$ cat src/rtl/alarm_ctrl_pkg.sv
// Shared FSM encodings and default timing constants for the alarm ring controller.
package alarm_ctrl_pkg;

  typedef logic [1:0] state_t;

  localparam state_t ST_IDLE    = 2'd0;
  localparam state_t ST_ARMED   = 2'd1;
  localparam state_t ST_RINGING = 2'd2;
  localparam state_t ST_SNOOZE  = 2'd3;

  localparam int SEC_W = 12;
  localparam int SNZ_W = 3;

  localparam int DEF_RING_TIMEOUT_SEC = 60;
  localparam int DEF_SNOOZE_SEC       = 300;
  localparam int DEF_MAX_SNOOZE       = 3;

endpackage

$ cat src/rtl/ring_sec_timer.sv
// Seconds counter for the alarm FSM: clears on request, counts 1 Hz ticks,
// flags expiry when the incremented count would equal the limit.
module ring_sec_timer
  import alarm_ctrl_pkg::*;
(
  input  logic             clk,
  input  logic             rst,
  input  logic             clear,
  input  logic             tick,
  input  logic [SEC_W-1:0] limit,
  output logic [SEC_W-1:0] count,
  output logic             expire
);

  assign expire = tick && ((count + 12'd1) == limit);

  always_ff @(posedge clk or negedge rst) begin
    if (!rst) begin
      count <= '0;
    end else if (clear) begin
      count <= '0;
    end else if (tick) begin
      count <= count + 12'd1;
    end
  end

endmodule

$ cat src/rtl/alarm_ring_ctrl.sv
// Alarm ring/snooze controller. Optional macro ALARM_LED_BLINK_EN makes the
// ringing LED toggle on every 1 Hz tick instead of staying steadily lit.
module alarm_ring_ctrl
  import alarm_ctrl_pkg::*;
#(
  parameter int RING_TIMEOUT_SEC = DEF_RING_TIMEOUT_SEC,
  parameter int SNOOZE_SEC       = DEF_SNOOZE_SEC,
  parameter int MAX_SNOOZE       = DEF_MAX_SNOOZE
) (
  input  logic       clk,
  input  logic       rst,
  input  logic       tick_1hz,
  input  logic       alarm_en,
  input  logic       match,
  input  logic       snooze_btn,
  input  logic       stop_btn,
  output logic       buzzer,
  output logic       alarm_led,
  output logic       snoozing,
  output logic [1:0] state
);

  logic             match_d;
  logic             match_rise;
  logic [SNZ_W-1:0] snooze_cnt;
  logic             snooze_ok;
  state_t           next_state;
  logic             state_chg;
  logic [SEC_W-1:0] limit;
  logic [SEC_W-1:0] sec_cnt;
  logic             expire;

  assign match_rise = match & ~match_d;
  assign snooze_ok  = snooze_cnt < SNZ_W'(MAX_SNOOZE);
  assign state_chg  = next_state != state;

  always_comb begin
    limit = '0;
    if (state == ST_RINGING) begin
      limit = SEC_W'(RING_TIMEOUT_SEC);
    end else if (state == ST_SNOOZE) begin
      limit = SEC_W'(SNOOZE_SEC);
    end
  end

  ring_sec_timer u_timer (
    .clk    (clk),
    .rst    (rst),
    .clear  (state_chg),
    .tick   (tick_1hz),
    .limit  (limit),
    .count  (sec_cnt),
    .expire (expire)
  );

  // Disarm wins over everything, then stop, snooze, timer expiry, match edge.
  always_comb begin
    next_state = state;
    if (state != ST_IDLE && !alarm_en) begin
      next_state = ST_IDLE;
    end else begin
      case (state)
        ST_IDLE: begin
          if (alarm_en) next_state = ST_ARMED;
        end
        ST_ARMED: begin
          if (match_rise) next_state = ST_RINGING;
        end
        ST_RINGING: begin
          if (stop_btn)                    next_state = ST_ARMED;
          else if (snooze_btn && snooze_ok) next_state = ST_SNOOZE;
          else if (expire)                 next_state = ST_ARMED;
        end
        default: begin
          if (stop_btn)    next_state = ST_ARMED;
          else if (expire) next_state = ST_RINGING;
        end
      endcase
    end
  end

  always_ff @(posedge clk or negedge rst) begin
    if (!rst) begin
      state      <= ST_IDLE;
      match_d    <= 1'b0;
      snooze_cnt <= '0;
      buzzer     <= 1'b0;
      snoozing   <= 1'b0;
    end else begin
      state    <= next_state;
      match_d  <= match;
      buzzer   <= next_state == ST_RINGING;
      snoozing <= next_state == ST_SNOOZE;
      if (next_state == ST_ARMED || next_state == ST_IDLE) begin
        snooze_cnt <= '0;
      end else if (state == ST_RINGING && next_state == ST_SNOOZE) begin
        snooze_cnt <= snooze_cnt + 3'd1;
      end
    end
  end

  always_ff @(posedge clk or negedge rst) begin
    if (!rst) begin
      alarm_led <= 1'b0;
    end else begin
`ifdef ALARM_LED_BLINK_EN
      if (next_state != ST_RINGING) begin
        alarm_led <= 1'b0;
      end else if (state != ST_RINGING) begin
        alarm_led <= 1'b1;
      end else if (tick_1hz) begin
        alarm_led <= ~alarm_led;
      end
`else
      alarm_led <= next_state == ST_RINGING;
`endif
    end
  end

endmodule

$ cat config.mk
export PLATFORM = sky130hd
export DESIGN_NAME = alarm_ring_ctrl
export DESIGN_NICKNAME = d
export VERILOG_FILES = /design/src/rtl/alarm_ctrl_pkg.sv /design/src/rtl/ring_sec_timer.sv /design/src/rtl/alarm_ring_ctrl.sv
export SDC_FILE = /design/constraint.sdc
export NUM_CORES = 1
export LEC_CHECK = 0
export ABC_CLOCK_PERIOD_IN_PS = 8800
export CELL_PAD_IN_SITES_DETAIL_PLACEMENT = 1
export CELL_PAD_IN_SITES_GLOBAL_PLACEMENT = 1
export CORE_MARGIN = 2
export CORE_UTILIZATION = 50
export DETAILED_ROUTE_END_ITERATION = 8
export DONT_BUFFER_PORTS = 1
export GPL_ROUTABILITY_DRIVEN = 0
export PLACE_DENSITY_LB_ADDON = 0.1
export SLEW_MARGIN = 20
export SYNTH_ARGS = -nofsm -noshare
export SYNTH_HDL_FRONTEND = slang
export SYNTH_HIERARCHICAL = 1
export SYNTH_SLANG_ARGS = --single-unit
$ cat constraint.sdc
create_clock -name clk -period 8.8 [get_ports clk]
set_input_delay 1.32 -clock clk [delete_from_list [all_inputs] [get_ports clk]]
set_output_delay 1.32 -clock clk [all_outputs]
set_load 0.1 [all_outputs]
==> run metrics, run 1 <==
run status=finished, final reports clean; share of cell area taken by muxes after synthesis=0.687%; CTS clk-pin slew, worst paths=130 ps; power per unit of standard cell area=151 mW/mm^2; maximum number of pins on one net before global-route repair=21; crit share post-route=37.3%; total track usage=23.2%; main combinational cell family by area after synthesis=simple AND/OR/NAND/NOR gates; post-synthesis instance area=0.00146 sq mm; clock tree skew after final layout=7.75 ps; root buffer selected by CTS=clkbuf_4; CP Max Fanout=14; Synth Warn #=6; # setup viols final=0; layout-stage area growth over the synthesis result=3.35%; sequential cell area fraction in the yosys report=34.4%; asr flop ratio synth=100%; Netlist cell types=48; adder-cell area share of the yosys netlist=2.58%; cell-by-cell trace of the critical path=buf_4 -> inv_1 -> nor2_1 -> xnor2_1 -> xnor2_1 -> nand2_1 -> or4_1 -> nor4_2 -> nor2_1 -> o311ai_0 -> o311ai_0 -> o21ai_0 -> buf_4 -> nor2_1; clock sinks=20; final period demand of the worst path=3280 ps; number of max-slew violations in the final report=0; detailed-router iteration count before antenna repair=4; xor-xnor portion of the synthesized cell area=16.8%; Hold Fails Final Rpt=0; number of buffers added for setup after CTS=0; Cell Rows=19; number of buffers created by CTS=3; maximum capacitance violations=0; number of global-route vias before repair=1229; slew at the pin closest to its max-slew limit=937 ps; endpoint kind of the worst setup timing path=flop; share of post-route cells with drive strength above 1=12.9%; startpoint of the most critical register-to-register path=state[1]; WP data required=9020 ps; cts hold-fix bufs=0; post-synthesis cell count=159; latest clock arrival within the worst-skew pair=320 ps; wire length of the first global-routing pass=5840 um; critical path class=flop to flop; slack of the worst reg-to-reg path=5520 ps; Most Frequent Cell on Critical Path=nor2_1; class of the tightest hold or removal check=flop to flop; kind of launch point of the worst setup path=flop; leakage power figure=0.620 nW; Crit path largest cell delay=530 ps; Boundary Pins=12; total number of vias=1186; fraction of the mapped netlist area in simple logic gates=25.7%; Final Routed Wirelength=3400 um; number of violations reported at the end of detailed-routing iteration 0=46; HPWL after detailed placement=2540 um; Detail Route Antenna Nets=0; Max VDD drop=0.152 mV; die height=58.0 um; TritonCTS clock tree=done; biggest area consumer among synthesized cells=dfrtp_1; total of buffers placed on input and output ports=0; capturing point of the worst reg2reg path=u_timer/count[7]; maximum clock frequency=305 MHz; Post-synth EDFFs=0; number of H-tree branching levels=1; gr ovfl total=0; average via count per standard cell=6.11; Wirelength per Cell=17.5 um; Hold Startpoint=u_timer/count[11]; total of cells resized after clock tree synthesis=0; Die Outline Area=0.00336 sq mm; cell count of the worst hold path=2; top cells by area in the synthesized netlist=dfrtp_1, xnor2_1, xor2_1; Worst Reg-to-Reg Cells=14; worst-case headroom to the max-slew limit=37.7%; total negative slack for setup checks=0 ps; number of antenna violations at the first check in global routing=0; setup repair after global routing missed its margin=false; compound-cell area share of the yosys netlist=14.2%; most numerous cell types in the synthesized netlist=dfrtp_1, nor2_1, xnor2_1; Horiz. Die Dim=58.0 um; Post-layout nets=174; sum of internal, switching and leakage power=0.000227 W; area share of the leading cell type in the synthesized netlist=34.4%; Bufs on Longest Clock Path=2; ys flop type=dfrtp_1; final cell utilization of the core=54.6%; critical path data arrival time=3500 ps; worst hold endpoint=u_timer/count[11]; cell at the slowest stage of the critical path=or4_1; Starting Density=52.8%; synthesis-stage register bit count=20; top-count cell post-synth=dfrtp_1; n_diodes=0; placeable core area=0.00276 sq mm; post-route DRC violation count=0; synthesized area per cell=9.16 sq um
[power breakdown]
| group | leakage [nW] | internal (W) | switching, W |
|---|---|---|---|
| clock network | 0.0210 | 0.0000253 | 0.0000322 |
| registers | 0.271 | 0.0000963 | 0.0000142 |
| logic | 0.328 | 0.0000196 | 0.0000392 |
[kinds of logic (layout without fill, tap and decap cells)]
logic type | count (synthesis) | in the layout
XOR/XNOR | 27 | 27
multiplexers | 1 | 1
buffers and inverters | 11 | 9
AO/OA/AOI/OAI | 28 | 28
AND/OR/NAND/NOR | 68 | 68
other | 1 | 7
flip-flops | 20 | 20
adder cells (fa/ha/maj) | 3 | 3
[worst max-delay path: cells and delay by family (launching register included)]
kind / cells / cell delay (ps)
AND/OR/NAND/NOR: 6 / 1370
buffers and inverters: 3 / 790
AO/OA/AOI/OAI: 3 / 410
flip-flops: 1 / 350
XOR/XNOR: 2 / 280
[metrics by stage]
| step | std cells | hold slack [ps] | area [sq um] | setup slack [ps] |
|---|---|---|---|---|
| 6_report | 194 | 594 | 1510 | 5520 |
| 5_1_grt | 194 | 618 | 1510 | 5290 |
| 3_5_place_dp | 190 | 579 | 1470 | 5520 |
| 3_3_place_gp | 190 | 547 | 1470 | 5620 |
| 2_1_floorplan | 165 | 530 | 1480 | 4700 |
| 4_1_cts | 194 | 602 | 1510 | 5490 |
[worst max path at each step]
stage	startpoint	end	slack (ps)	cells after the start
after floorplan	state[1]	u_timer/count[0]	4700	13
after global placement	state[1]	u_timer/count[7]	5620	14
after detailed placement	state[1]	u_timer/count[7]	5520	14
after CTS	state[1]	u_timer/count[7]	5490	14
after global routing	state[1]	u_timer/count[5]	5290	14
final	state[1]	u_timer/count[7]	5520	14
[layer usage]
metal	global-route usage [%]	wire length [um]	up-vias
met2	38.8	1630	26
met5	0	0	-
met3	2.01	119	5
li1	-	-	568
met4	9.97	61	0
met1	30.9	1590	587
[registers in the layout, indices dropped and copies added, names as in the netlist]
name / cells
alarm_led: 1
match_d: 1
snooze_cnt: 3
snoozing: 1
state: 2
u_timer/count: 12
[placed cells by master (no fill, tap or decap), types with 3 or more instances in the layout]
cell type	instances
nor3_1	4
a21oi_1	5
ha_1	3
nand3_1	7
xnor2_1	14
nor2_1	19
nand2_1	12
nand4_1	4
buf_4	3
clkbuf_4	3
o211ai_1	3
and3_1	4
dfrtp_1	19
conb_1	7
o21ai_1	3
xor2_1	12
[area by class of cell]
cell class                      count  area [sq um]
Clock buffer                        4          36.3
Tap cell                           31          38.8
Multi-Input combinational cell    134           898
Timing Repair Buffer                3          22.5
Inverter                            2          7.51
Fill cell                         330          1250
Sequential cell                    20           502
Power figures use the tool's default switching activity.
==> run 2, diff against run 1 <==
Settings changed: ABC_CLOCK_PERIOD_IN_PS 8800 to 3200, CORE_UTILIZATION 50 to 48.
Clock period 8.8 ns to 3.2 ns, I/O delays scaled along.
==> run metrics, run 2 (synthesis results as in run 1) <==
run status=finished, final reports clean; number of max-slew violations in the final report=0 (unchanged); clock tree skew after final layout=6.42 ps (-1.33 ps); number of violations reported at the end of detailed-routing iteration 0=36 (-22%); kind of launch point of the worst setup path=flop; setup repair after global routing missed its margin=false; registers with the most flip-flops=u_timer/count: 12 flops, snooze_cnt: 3 flops, state: 2 flops; critical path data arrival time=3210 ps (-290 ps); number of antenna violations at the first check in global routing=0 (unchanged); endpoint kind of the worst setup timing path=flop; number of global-route vias before repair=1162 (-5.5%); Bufs on Longest Clock Path=2 (unchanged); Placed Cells=191 (+0.53%); Routed met1 length=1720 um (+8.0%); sum of internal, switching and leakage power=0.000646 W (+190%); Boundary Pins=12 (unchanged); total length of routed met2 wires=1510 um (-7.5%); crit share post-route=93.2% (+56 points); total negative slack for setup checks=0 ps (unchanged); final std cell area, no fill=0.00156 sq mm (+3.7%); n_diodes=0 (unchanged); leakage power figure=0.637 nW (+2.6%); maximum clock frequency=335 MHz (+10%); final instance count without filler cells=198 (+2.1%); placeable core area=0.00283 sq mm (+2.6%); Die Outline Area=0.00349 sq mm (+3.9%); total of buffers placed on input and output ports=0 (unchanged); detailed-router iteration count before antenna repair=4 (unchanged); clock sinks=20 (unchanged); share of post-route cells with drive strength above 1=17.4% (+4.5 points); number of buffers created by CTS=3 (unchanged); wire length of the first global-routing pass=5480 um (-6.2%); Detail Route Antenna Nets=0 (unchanged); highest-count cells in the layout ignoring fill and taps=nor2_1, dfrtp_1, xnor2_1; final period demand of the worst path=2980 ps (-298 ps); Wirelength per Cell=17.3 um (-1.4%); total track usage=20.9% (-2.3 points); HPWL after detailed placement=2500 um (-1.5%); latest clock arrival within the worst-skew pair=320 ps (about the same); top routing layer used=met4; register with the most flip-flops=u_timer/count; most common library cell in the layout ignoring fill and taps=nor2_1; Hold Fails Final Rpt=0 (unchanged); power per unit of standard cell area=414 mW/mm^2 (+170%); WP data required=3420 ps (-5600 ps); class of the tightest hold or removal check=primary input to flop; layout-stage area growth over the synthesis result=7.22%; CP Max Fanout=6 (-8); Starting Density=51.5% (-1.3 points); critical path class=flop to flop; TritonCTS clock tree=done; root buffer selected by CTS=clkbuf_4; number of H-tree branching levels=1 (unchanged); maximum number of pins on one net before global-route repair=21 (unchanged); average via count per standard cell=5.93 (-2.9%); # setup viols final=0 (unchanged); Post-layout nets=178 (+2.3%); Horiz. Die Dim=59.1 um (+1.9%); die height=59.1 um (+1.9%); slack of the worst reg-to-reg path=220 ps (-5300 ps); Max VDD drop=0.163 mV (+7.5%); Final Routed Wirelength=3420 um (+0.65%); CTS clk-pin slew, worst paths=130 ps (about the same); routed wire length on met3=118 um (-0.84%); maximum capacitance violations=0 (unchanged); Area after DPL=0.00150 sq mm (+2.0%); Cell Rows=19 (unchanged); post-route DRC violation count=0 (unchanged); total number of vias=1175 (-0.93%); slew at the pin closest to its max-slew limit=924 ps (-13.1 ps); gr ovfl total=0 (unchanged); worst-case headroom to the max-slew limit=38.2% (+0.49 points); flip-flop count of the largest register, all copies and words added=12 (unchanged)
-- run 2: cell type report --
| type | count | area [sq um] |
|---|---|---|
| Sequential cell | 20 | 509 |
| Clock buffer | 4 | 36.3 |
| Multi-Input combinational cell | 134 | 915 |
| Inverter | 2 | 7.51 |
| Tap cell | 31 | 38.8 |
| Timing Repair Buffer | 7 | 55.1 |
| Fill cell | 322 | 1270 |
-- run 2: repair_timing --
| item | in CTS | in global routing |
|---|---|---|
| resized for setup | 0 | 6 |
| setup buffers | 0 | 1 |
| hold buffers | 1 | 0 |
| endpoints found under the hold margin | 20 | 0 |
| endpoints found under the setup margin | 0 | 12 |
-- run 2: worst paths after layout --
| check | start | to | cells after the start |
|---|---|---|---|
| setup reg to reg | u_timer/count[0] | u_timer/count[2] | 12 |
| max in group asynchronous | rst | state[1] | 1 |
| min in group asynchronous | rst | u_timer/count[9] | 1 |
| setup / recovery | u_timer/count[0] | u_timer/count[2] | 12 |
| hold reg to reg | u_timer/count[11] | u_timer/count[11] | 2 |
| hold / removal | match | match_d | 0 |
-- run 2: power breakdown --
| group | internal [W] | switching (W) | total [W] | leakage (nW) |
|---|---|---|---|---|
| logic | 0.0000604 | 0.000106 | 0.000166 | 0.350 |
| clock network | 0.0000697 | 0.0000921 | 0.000162 | 0.0210 |
| registers | 0.000267 | 0.0000516 | 0.000318 | 0.265 |
| total | 0.000397 | 0.000250 | 0.000646 | 0.637 |
-- run 2: stage by stage --
step | setup slack (ps) | util [%] | hold slack [ps]
floorplan | 26.4 | - | 184
global placement | 271 | 52.9 | 185
detailed placement | 137 | 52.9 | 185
CTS | 103 | 54.6 | 169
global route | 10.7 | 55.2 | 164
finish | 218 | 55.2 | 172
-- run 2: metal layers --
| layer | track usage, % | vias to the layer above |
|---|---|---|
| li1 | - | 572 |
| met1 | 31.0 | 569 |
| met2 | 30.8 | 27 |
| met3 | 2.40 | 7 |
| met4 | 8.77 | 0 |
| met5 | 0 | - |
-- run 2: worst max-delay path: stages (launching register included) --
cell and delay, ps:
dfrtp_2 480, ha_1 300, xor2_1 230, xnor2_1 140, nand2_1 70, or4_1 580
nor4_4 210, nor2_1 130, o311ai_0 110, o311ai_0 190, o21ai_1 170, buf_4 210
nor2_1 60
==> run 3, diff against run 2 <==
Settings changed: CORE_UTILIZATION 48 to 50, CTS_BUF_LIST set to sky130_fd_sc_hd__clkbuf_2, TNS_END_PERCENT set to 20.
==> run metrics, run 3 (synthesis results as in run 1) <==
run status=finished, final reports clean; Crit path largest cell delay=570 ps (about the same); total track usage=23.4% (+2.5 points); total of buffers placed on input and output ports=0 (unchanged); share of post-route cells with drive strength above 1=14.0% (-3.3 points); slew at the pin closest to its max-slew limit=939 ps (+14.7 ps); die height=58.0 um (-1.9%); maximum number of pins on one net before global-route repair=21 (unchanged); WP data required=3430 ps (about the same); leakage power figure=0.618 nW (-2.9%); TritonCTS clock tree=done; number of antenna violations at the first check in global routing=0 (unchanged); Most Frequent Cell on Critical Path=nor2_1; worst-case headroom to the max-slew limit=37.2% (-0.99 points); most common library cell in the layout ignoring fill and taps=nor2_1; cell at the slowest stage of the critical path=dfrtp_4; final instance count without filler cells=195 (-1.5%); critical path data arrival time=3230 ps (+20 ps); number of buffers created by CTS=3 (unchanged); number of max-slew violations in the final report=0 (unchanged); endpoint kind of the worst setup timing path=flop; crit share post-route=93.8% (+0.63 points); setup repair after global routing missed its margin=false; Boundary Pins=12 (unchanged); cell-by-cell trace of the critical path=inv_1 -> nor2_1 -> xnor2_1 -> xnor2_1 -> nand2_1 -> or4_1 -> nor4_4 -> nor2_1 -> o311ai_0 -> o311ai_0 -> o21ai_0 -> buf_4 -> nor2_1; Final Routed Wirelength=3400 um (-0.56%); Cell Rows=19 (unchanged); Detail Route Antenna Nets=0 (unchanged); final worst-path setup slack=198 ps (-20.1 ps); layout-stage area growth over the synthesis result=4.30%; number of H-tree branching levels=1 (unchanged); highest-count cells in the layout ignoring fill and taps=nor2_1, dfrtp_1, xnor2_1; placeable core area=0.00276 sq mm (-2.5%); number of global-route vias before repair=1282 (+10%); Max VDD drop=0.394 mV (+140%); # setup viols final=0 (unchanged); maximum capacitance violations=0 (unchanged); registers with the most flip-flops=u_timer/count: 12 flops, snooze_cnt: 3 flops, state: 2 flops; Starting Density=52.8% (+1.3 points); power per unit of standard cell area=384 mW/mm^2 (-7.3%); Placement Setup Slack=136 ps (-1.74 ps); final period demand of the worst path=3000 ps (+20.1 ps); Placed Cells=190 (-0.52%); total of cells resized after clock tree synthesis=0 (unchanged); Hold Fails Final Rpt=0 (unchanged); total number of vias=1152 (-2.0%); class of the tightest hold or removal check=primary input to flop; register with the most flip-flops=u_timer/count; cell class contributing the biggest share of worst-path delay=simple AND/OR/NAND/NOR gates; Wirelength per Cell=17.4 um (+0.97%); average via count per standard cell=5.91 (-0.45%); kind of launch point of the worst setup path=flop; total negative slack for setup checks=0 ps (unchanged); Bufs on Longest Clock Path=2 (unchanged); Post-layout nets=175 (-1.7%); root buffer selected by CTS=clkbuf_2; number of buffers added for setup after CTS=0 (unchanged); n_diodes=0 (unchanged); post-route DRC violation count=0 (unchanged); detailed-router iteration count before antenna repair=4 (unchanged); CP Max Fanout=12 (+6); clock tree skew after final layout=9.03 ps (+2.61 ps); HPWL after detailed placement=2570 um (+3.0%); Die Outline Area=0.00336 sq mm (-3.7%); gr ovfl total=0 (unchanged); clock sinks=20 (unchanged); latest clock arrival within the worst-skew pair=320 ps (about the same); wire length of the first global-routing pass=6000 um (+9.5%); critical path class=flop to flop; number of violations reported at the end of detailed-routing iteration 0=15 (-58%); maximum clock frequency=333 MHz (-0.67%); Horiz. Die Dim=58.0 um (-1.9%); flip-flop count of the largest register, all copies and words added=12 (unchanged); number of buffer and inverter stages on the critical path=2 (+1); CTS clk-pin slew, worst paths=210 ps (+80 ps)
==> run 3: cell types whose count changed in the layout (fill, tap and decap cells not counted), sizes merged <==
cell and delta:
clkinv +1, buf -3, clkbuf -1
==> run 3: power by group <==
part | switching [W] | total (W) | internal [W]
clock | 0.0000815 | 0.000109 | 0.0000272
combinational | 0.000104 | 0.000160 | 0.0000555
sequential | 0.0000481 | 0.000315 | 0.000267
==> run 3: metal layers <==
metal	global-route usage, %	routed length, um
met1	29.9	1560
met2	40.6	1760
met3	3.35	44
met4	7.97	36
met5	0	0
==> run 3: stage by stage <==
step	area [sq um]	hold slack (ps)	total power (W)	util, %
after floorplan	1510	184	0.000451	-
final	1520	155	0.000583	55.1
after global placement	1490	185	0.000467	54.0
after global routing	1520	109	0.000617	55.1
after CTS	1520	142	0.000590	55.1
after detailed placement	1490	185	0.000473	54.0
==> run 3: worst register-to-register path, stage by stage, from the launching register on <==
cell and delay, ps:
dfrtp_4 570, inv_1 160, nor2_1 90, xnor2_1 150
xnor2_1 220, nand2_1 60, or4_1 570, nor4_4 240
nor2_1 140, o311ai_0 150, o311ai_0 200, o21ai_0 100
buf_4 210, nor2_1 70
==> run 3: layout make-up <==
type | instances | area (sq um)
clock buffer | 3 | 15.0
clock inverter | 1 | 3.75
fill | 329 | 1240
inverter | 2 | 7.51
multi-input combinational | 134 | 915
sequential | 20 | 507
tap | 31 | 38.8
timing repair buffer | 4 | 32.5
==> run 3: worst paths after layout <==
path,start,to,slack [ps],cells past startpoint
worst max-delay path,state[1],u_timer/count[11],200,13
worst min-delay path,match,match_d,160,0
worst max register to register,state[1],u_timer/count[11],200,13
worst min register to register,u_timer/count[11],u_timer/count[11],600,2
max in group asynchronous,rst,state[1],1820,1
min in group asynchronous,rst,match_d,720,1
==> run 3: repair_timing <==
item / CTS / global route
hold buffers: 1 / 0
setup endpoints to repair: 0 / 12
endpoints found under the hold margin: 20 / 0
